<file path="src/rtl/f32_pkg.sv">
// rtl/f32_pkg.sv - binary32 field layout, constants and operand classification
package f32_pkg;

    typedef struct packed {
        logic        sign;
        logic [7:0]  exp;
        logic [22:0] frac;
    } f32_t;

    localparam int          EXP_BIAS = 127;
    localparam int          EXP_MAX  = 255;
    localparam logic [31:0] QNAN     = 32'h7FC00000;
    localparam logic [31:0] POS_INF  = 32'h7F800000;
    localparam logic [31:0] NEG_INF  = 32'hFF800000;

    typedef enum logic [2:0] {
        F32_ZERO,
        F32_SUB,
        F32_NORM,
        F32_INF,
        F32_NAN
    } f32_class_e;

    function automatic f32_class_e f32_classify(input f32_t v);
        if (v.exp == 8'(EXP_MAX))
            return (v.frac != 23'd0) ? F32_NAN : F32_INF;
        else if (v.exp == 8'd0)
            return (v.frac != 23'd0) ? F32_SUB : F32_ZERO;
        else
            return F32_NORM;
    endfunction

endpackage

</file>
<file path="src/rtl/f32_lzc.sv">
// rtl/f32_lzc.sv - 27-bit leading-zero counter, all-zero input yields 27
module f32_lzc (
    input  logic [26:0] data,
    output logic [4:0]  count
);

    // Ascending scan: the highest set bit is the last one to write count.
    always_comb begin
        count = 5'd27;
        for (int i = 0; i < 27; i++) begin
            if (data[i])
                count = 5'(26 - i);
        end
    end

endmodule

</file>
<file path="src/rtl/f32_adder.sv">
// rtl/f32_adder.sv - binary32 RNE adder; F32_ADDER_OUTREG_EN adds an output register stage
module f32_adder
    import f32_pkg::*;
(
    input  logic        clk,
    input  logic        rst,
    input  logic [31:0] a,
    input  logic [31:0] b,
    output logic [31:0] c,
    output logic        invalid,
    output logic        overflow,
    output logic        underflow,
    output logic        inexact
);

    f32_t        fa, fb, x, y;
    f32_class_e  ca, cb;
    logic        a_big, eff_sub;
    logic [7:0]  ex, ey, diff, lim;
    logic [23:0] mx, my;
    logic [26:0] lx, ly_ext, ly_sh, ly_al, m;
    logic        sticky_al;
    logic [27:0] sum;
    logic [4:0]  lz, s;
    logic [9:0]  exp_n, exp_r;
    logic        g, rs, up, ovf, res_sign;
    logic [32:0] packed_r;
    logic [31:0] c_n;
    logic        invalid_n, overflow_n, underflow_n, inexact_n;

    assign fa = a;
    assign fb = b;

    f32_lzc u_lzc (
        .data  (sum[26:0]),
        .count (lz)
    );

    always_comb begin
        ca = f32_classify(fa);
        cb = f32_classify(fb);

        // Order by magnitude so the aligned difference is never negative.
        a_big   = (a[30:0] >= b[30:0]);
        x       = a_big ? fa : fb;
        y       = a_big ? fb : fa;
        eff_sub = x.sign ^ y.sign;
        ex      = (x.exp == 8'd0) ? 8'd1 : x.exp;
        ey      = (y.exp == 8'd0) ? 8'd1 : y.exp;
        mx      = {x.exp != 8'd0, x.frac};
        my      = {y.exp != 8'd0, y.frac};
        diff    = ex - ey;

        lx     = {mx, 3'b000};
        ly_ext = {my, 3'b000};
        if (diff >= 8'd27) begin
            ly_sh     = 27'd0;
            sticky_al = |my;
        end else begin
            ly_sh     = ly_ext >> diff[4:0];
            sticky_al = |(ly_ext & ((27'd1 << diff[4:0]) - 27'd1));
        end
        ly_al = {ly_sh[26:1], ly_sh[0] | sticky_al};

        sum = eff_sub ? ({1'b0, lx} - {1'b0, ly_al}) : ({1'b0, lx} + {1'b0, ly_al});

        // Left shift stops where the exponent would drop below the subnormal boundary.
        lim = ex - 8'd1;
        s   = ({3'b000, lz} <= lim) ? lz : lim[4:0];
        if (sum[27]) begin
            m     = {sum[27:2], sum[1] | sum[0]};
            exp_n = {2'b00, ex} + 10'd1;
        end else begin
            m     = sum[26:0] << s;
            exp_n = m[26] ? ({2'b00, ex} - {5'd0, s}) : 10'd0;
        end

        // Rounding carry propagates from fraction into exponent, including subnormal to normal.
        g         = m[2];
        rs        = m[1] | m[0];
        up        = g & (rs | m[3]);
        packed_r  = {exp_n, m[25:3]} + 33'(up);
        exp_r     = packed_r[32:23];
        ovf       = (exp_r >= 10'(EXP_MAX));
        res_sign  = (sum == 28'd0) ? (x.sign & ~eff_sub) : x.sign;

        c_n         = {res_sign, packed_r[30:0]};
        invalid_n   = 1'b0;
        overflow_n  = 1'b0;
        underflow_n = 1'b0;
        inexact_n   = g | rs;

        if (ca == F32_NAN || cb == F32_NAN) begin
            c_n       = QNAN;
            invalid_n = (ca == F32_NAN && !fa.frac[22]) || (cb == F32_NAN && !fb.frac[22]);
            inexact_n = 1'b0;
        end else if (ca == F32_INF && cb == F32_INF && fa.sign != fb.sign) begin
            c_n       = QNAN;
            invalid_n = 1'b1;
            inexact_n = 1'b0;
        end else if (ca == F32_INF || cb == F32_INF) begin
            c_n       = (ca == F32_INF) ? a : b;
            inexact_n = 1'b0;
        end else if (ovf) begin
            c_n        = res_sign ? NEG_INF : POS_INF;
            overflow_n = 1'b1;
            inexact_n  = 1'b1;
        end else begin
            underflow_n = (exp_r == 10'd0) & inexact_n;
        end
    end

`ifdef F32_ADDER_OUTREG_EN
    always_ff @(posedge clk) begin
        if (!rst) begin
            c         <= 32'd0;
            invalid   <= 1'b0;
            overflow  <= 1'b0;
            underflow <= 1'b0;
            inexact   <= 1'b0;
        end else begin
            c         <= c_n;
            invalid   <= invalid_n;
            overflow  <= overflow_n;
            underflow <= underflow_n;
            inexact   <= inexact_n;
        end
    end
`else
    logic unused_clk_rst;
    assign unused_clk_rst = clk ^ rst;
    assign c         = c_n;
    assign invalid   = invalid_n;
    assign overflow  = overflow_n;
    assign underflow = underflow_n;
    assign inexact   = inexact_n;
`endif

endmodule

</file>
<file path="config.mk">
export PLATFORM = sky130hd
export DESIGN_NAME = f32_adder
export DESIGN_NICKNAME = d
export VERILOG_FILES = /design/src/rtl/f32_pkg.sv /design/src/rtl/f32_lzc.sv /design/src/rtl/f32_adder.sv
export SDC_FILE = /design/constraint.sdc
export NUM_CORES = 1
export LEC_CHECK = 0
export CELL_PAD_IN_SITES_DETAIL_PLACEMENT = 1
export CELL_PAD_IN_SITES_GLOBAL_PLACEMENT = 1
export CORE_MARGIN = 3
export CORE_UTILIZATION = 45
export DETAILED_ROUTE_END_ITERATION = 10
export PLACE_DENSITY_LB_ADDON = 0.08
export SLEW_MARGIN = 20
export SYNTH_ARGS = -nofsm -noshare
export SYNTH_HDL_FRONTEND = slang
export SYNTH_SLANG_ARGS = --single-unit
</file>
<file path="constraint.sdc">
create_clock -name vclk -period 30
set_input_delay 6 -clock vclk [all_inputs]
set_output_delay 6 -clock vclk [all_outputs]
set_load 0.05 [all_outputs]
</file>
==> flow_metrics.py <==
metrics = {
    "status": {
        "status": "completed",
    },
    "setup_path": {
        "cpMostUsedCell": "nand2_1",
        "start_kind": "primary input",
        "cp.required_ns": 24.00,
        "crit_slowest_cell": "fa_2",
        "cp-end-kind": "primary output",
        "slowest_delay_ns": 0.67,
        "path_max_fanout": 35,
        "path_class": "primary input to primary output",
        "crit_arrival_ns": 23.14,
    },
    "detailed_routing": {
        "remaining_drc_errors": 0,
        "wire_per_inst_um": 26.64,
        "dr_total_vias": 16892,
        "drt_iter0_markers": 1933,
        "drtPass1Iterations": 6,
        "drt_wl_total_um": 63190,
        "ant_nets": 0,
        "viasPerCell": 7.121,
    },
    "sta": {
        "min_period_over_period_pct": 97.13,
        "slew_headroom_pct": 27.82,
        "fmax_mhz": 34.32,
        "rsz0062_at_grt": "false",
        "final.setup.tns_ns": 0,
        "period_needed_ns": 29.14,
        "final_max_slew_viol_count": 0,
        "worst_hold_slack_ns": 13.09,
        "setup_violations": 0,
        "finalHoldViolations": 0,
        "worstMarginPinSlew_ns": 1.074,
    },
    "logic_synthesis": {
        "synth_top_family_by_area": "compound AO/OA/AOI/OAI gates",
        "syn-cell-area_um2": 12790,
        "synthXorXnorAreaFrac_pct": 4.560,
        "syn-num-nets": 2128,
        "synth_compound_area_share_pct": 35.84,
        "ys_seq_area_share_pct": 0,
        "synthAdderAreaFrac_pct": 10.55,
        "synth_mux_area_share_pct": 10.81,
        "synth_warnings": 0,
        "synthDistinctLibCells": 117,
        "synth.avg_cell_area_um2": 6.537,
        "synth-simple-area-share_pct": 30.74,
        "syn_inst": 1956,
    },
    "global_routing": {
        "grt_pass1_wl_um": 97920,
        "grt_pass1_vias": 16649,
        "grt_max_degree": 64,
        "grt_use_total_pct": 39.82,
        "globalRouteOverflowTotal": 0,
        "grt_antenna_before_repair": 1,
    },
    "final_layout": {
        "final_cell_mix": "nand2_1, nor2_1, a21oi_1",
        "antenna-diode-count": 0,
        "layout_commonest_cell": "nand2_1",
        "seq_cells": 0,
        "nets": 2168,
        "fin_cells": 2372,
        "syn_to_final_growth_pct": 11.04,
        "layout-drive-gt1-share_pct": 10.33,
        "seq_area_um2": 0,
        "nClkBuffers": 0,
        "fin_area_um2": 14200,
    },
    "run": {
        "cap_viol_max_count": 0,
    },
    "placed_design": {
        "dp.cells": 2370,
        "dp_hpwl_um": 50860,
        "portBuffers": 100,
        "gp_routability_congestion": 1.032,
        "dpl_cell_area_um2": 14110,
    },
    "pwr": {
        "vdd_ir_drop_max_v": 0.00004021,
        "sw_frac_of_total_pct": 67.41,
        "cellPowerDensity_nw_per_um2": 81.52,
        "power_leakage_nw": 5.796,
        "p_comb_share_pct": 100.0,
        "p_clk_share_pct": 0,
        "p_int_uw": 377.3,
        "p_switching_uw": 780.2,
        "seqPwrFrac_pct": 0,
    },
    "floorplan": {
        "die_w_um": 174.6,
        "chipHeight_um": 174.6,
        "coreArea_um2": 27860,
        "start_util_pct": 45.90,
        "die_area_um2": 30470,
        "io_pins": 102,
        "num_rows": 61,
    },
    "clock_tree": {
        "cts.hold.buffers_added": 0,
    },
    "hold_path": {
        "worstHoldPathType": "primary input to primary output",
    },
}
==> cells in the mapped netlist (11+ instances only) <==
| cell type | n | area share (%) |
|---|---|---|
| o22ai_1 | 12 | 0.59 |
| nor4_1 | 26 | 1.3 |
| o21bai_1 | 11 | 0.65 |
| nor3_1 | 75 | 2.9 |
| o211ai_1 | 39 | 2.3 |
| or2_2 | 11 | 0.54 |
| a31oi_1 | 26 | 1.3 |
| and3_1 | 22 | 1.1 |
| inv_1 | 105 | 3.1 |
| nand2_1 | 218 | 6.4 |
| xor2_1 | 18 | 1.2 |
| a21o_1 | 24 | 1.4 |
| mux2i_1 | 67 | 5.2 |
| nand2b_1 | 29 | 1.4 |
| mux2_2 | 11 | 0.97 |
| mux4_2 | 25 | 4.4 |
| nand3_1 | 68 | 2.7 |
| a211oi_1 | 49 | 2.9 |
| clkbuf_1 | 63 | 1.8 |
| and2_1 | 13 | 0.64 |
| ha_1 | 103 | 10 |
| or4_1 | 12 | 0.70 |
| o21ai_1 | 11 | 0.43 |
| o21a_1 | 16 | 0.94 |
| nor2_1 | 183 | 5.4 |
| nor2b_1 | 16 | 0.78 |
| buf_2 | 29 | 1.1 |
| nand4_1 | 33 | 1.6 |
| or3_1 | 21 | 1.0 |
| o21ai_0 | 131 | 5.1 |
| xnor2_1 | 43 | 2.9 |
| o31ai_1 | 19 | 1.1 |
| a21oi_1 | 162 | 6.3 |
==> metal layers <==
layer  track usage [%]  share of wire (%)
met1             53.71                 42
met5                 0              0.021
met4             15.09                4.9
met3             6.736                9.3
met2             63.77                 44
==> layout make-up <==
type / instances / area, µm²
well taps: 378 / 473.0
multi-input cells: 1729 / 11940
fillers: 3741 / 13660
repair buffers: 153 / 1364
inverters: 112 / 424.2
==> stage by stage <==
| step | setup WS (ns) | power [mW] | util, % |
|---|---|---|---|
| finish | 0.8615 | 1.157 | 50.97 |
| global route | 0.04429 | 1.226 | 50.97 |
| CTS | 0.8383 | 1.116 | 50.67 |
| detailed placement | 0.8860 | 1.111 | 50.67 |
| global placement | 1.310 | 1.090 | 50.67 |
| floorplan | 2.669 | 0.7781 | - |
==> repair_timing <==
action,in CTS,in global routing
endpoints found under the hold margin,0,0
setup endpoints to repair,0,34
resized for setup,0,12
buffers inserted,0,2
==> logic make-up (layout without fill, tap and decap cells) <==
logic type | after synthesis | after routing
simple gates | 785 | 785
compound gates | 669 | 669
mux | 105 | 105
buf+inv | 227 | 265
xor+xnor | 64 | 64
fa+ha+maj | 106 | 106
==> path summary, 6_finish.rpt <==
path | depth (start not counted) | start | slack, ns | to
hold / removal | 6 | b[25] | 13.09 | c[22]
setup / recovery | 58 | b[8] | 0.86 | c[17]
==> critical path: cells and delay by family <==
family,cells,cell delay [ns]
AO/OA/AOI/OAI,19,5.20
adder cells (fa/ha/maj),4,1.71
buffers and inverters,8,2.65
multiplexers,3,0.83
AND/OR/NAND/NOR,24,6.67
==> power groups by stage <==
stage | Combinational (mW) | Sequential [mW] | Clock (mW)
global placement | 1.09 | 0 | 0
detailed placement | 1.11 | 0 | 0
global route | 1.23 | 0 | 0
CTS | 1.12 | 0 | 0
floorplan | 0.778 | 0 | 0
finish | 1.16 | 0 | 0
Note: power is estimated with default switching activity, not from simulation.
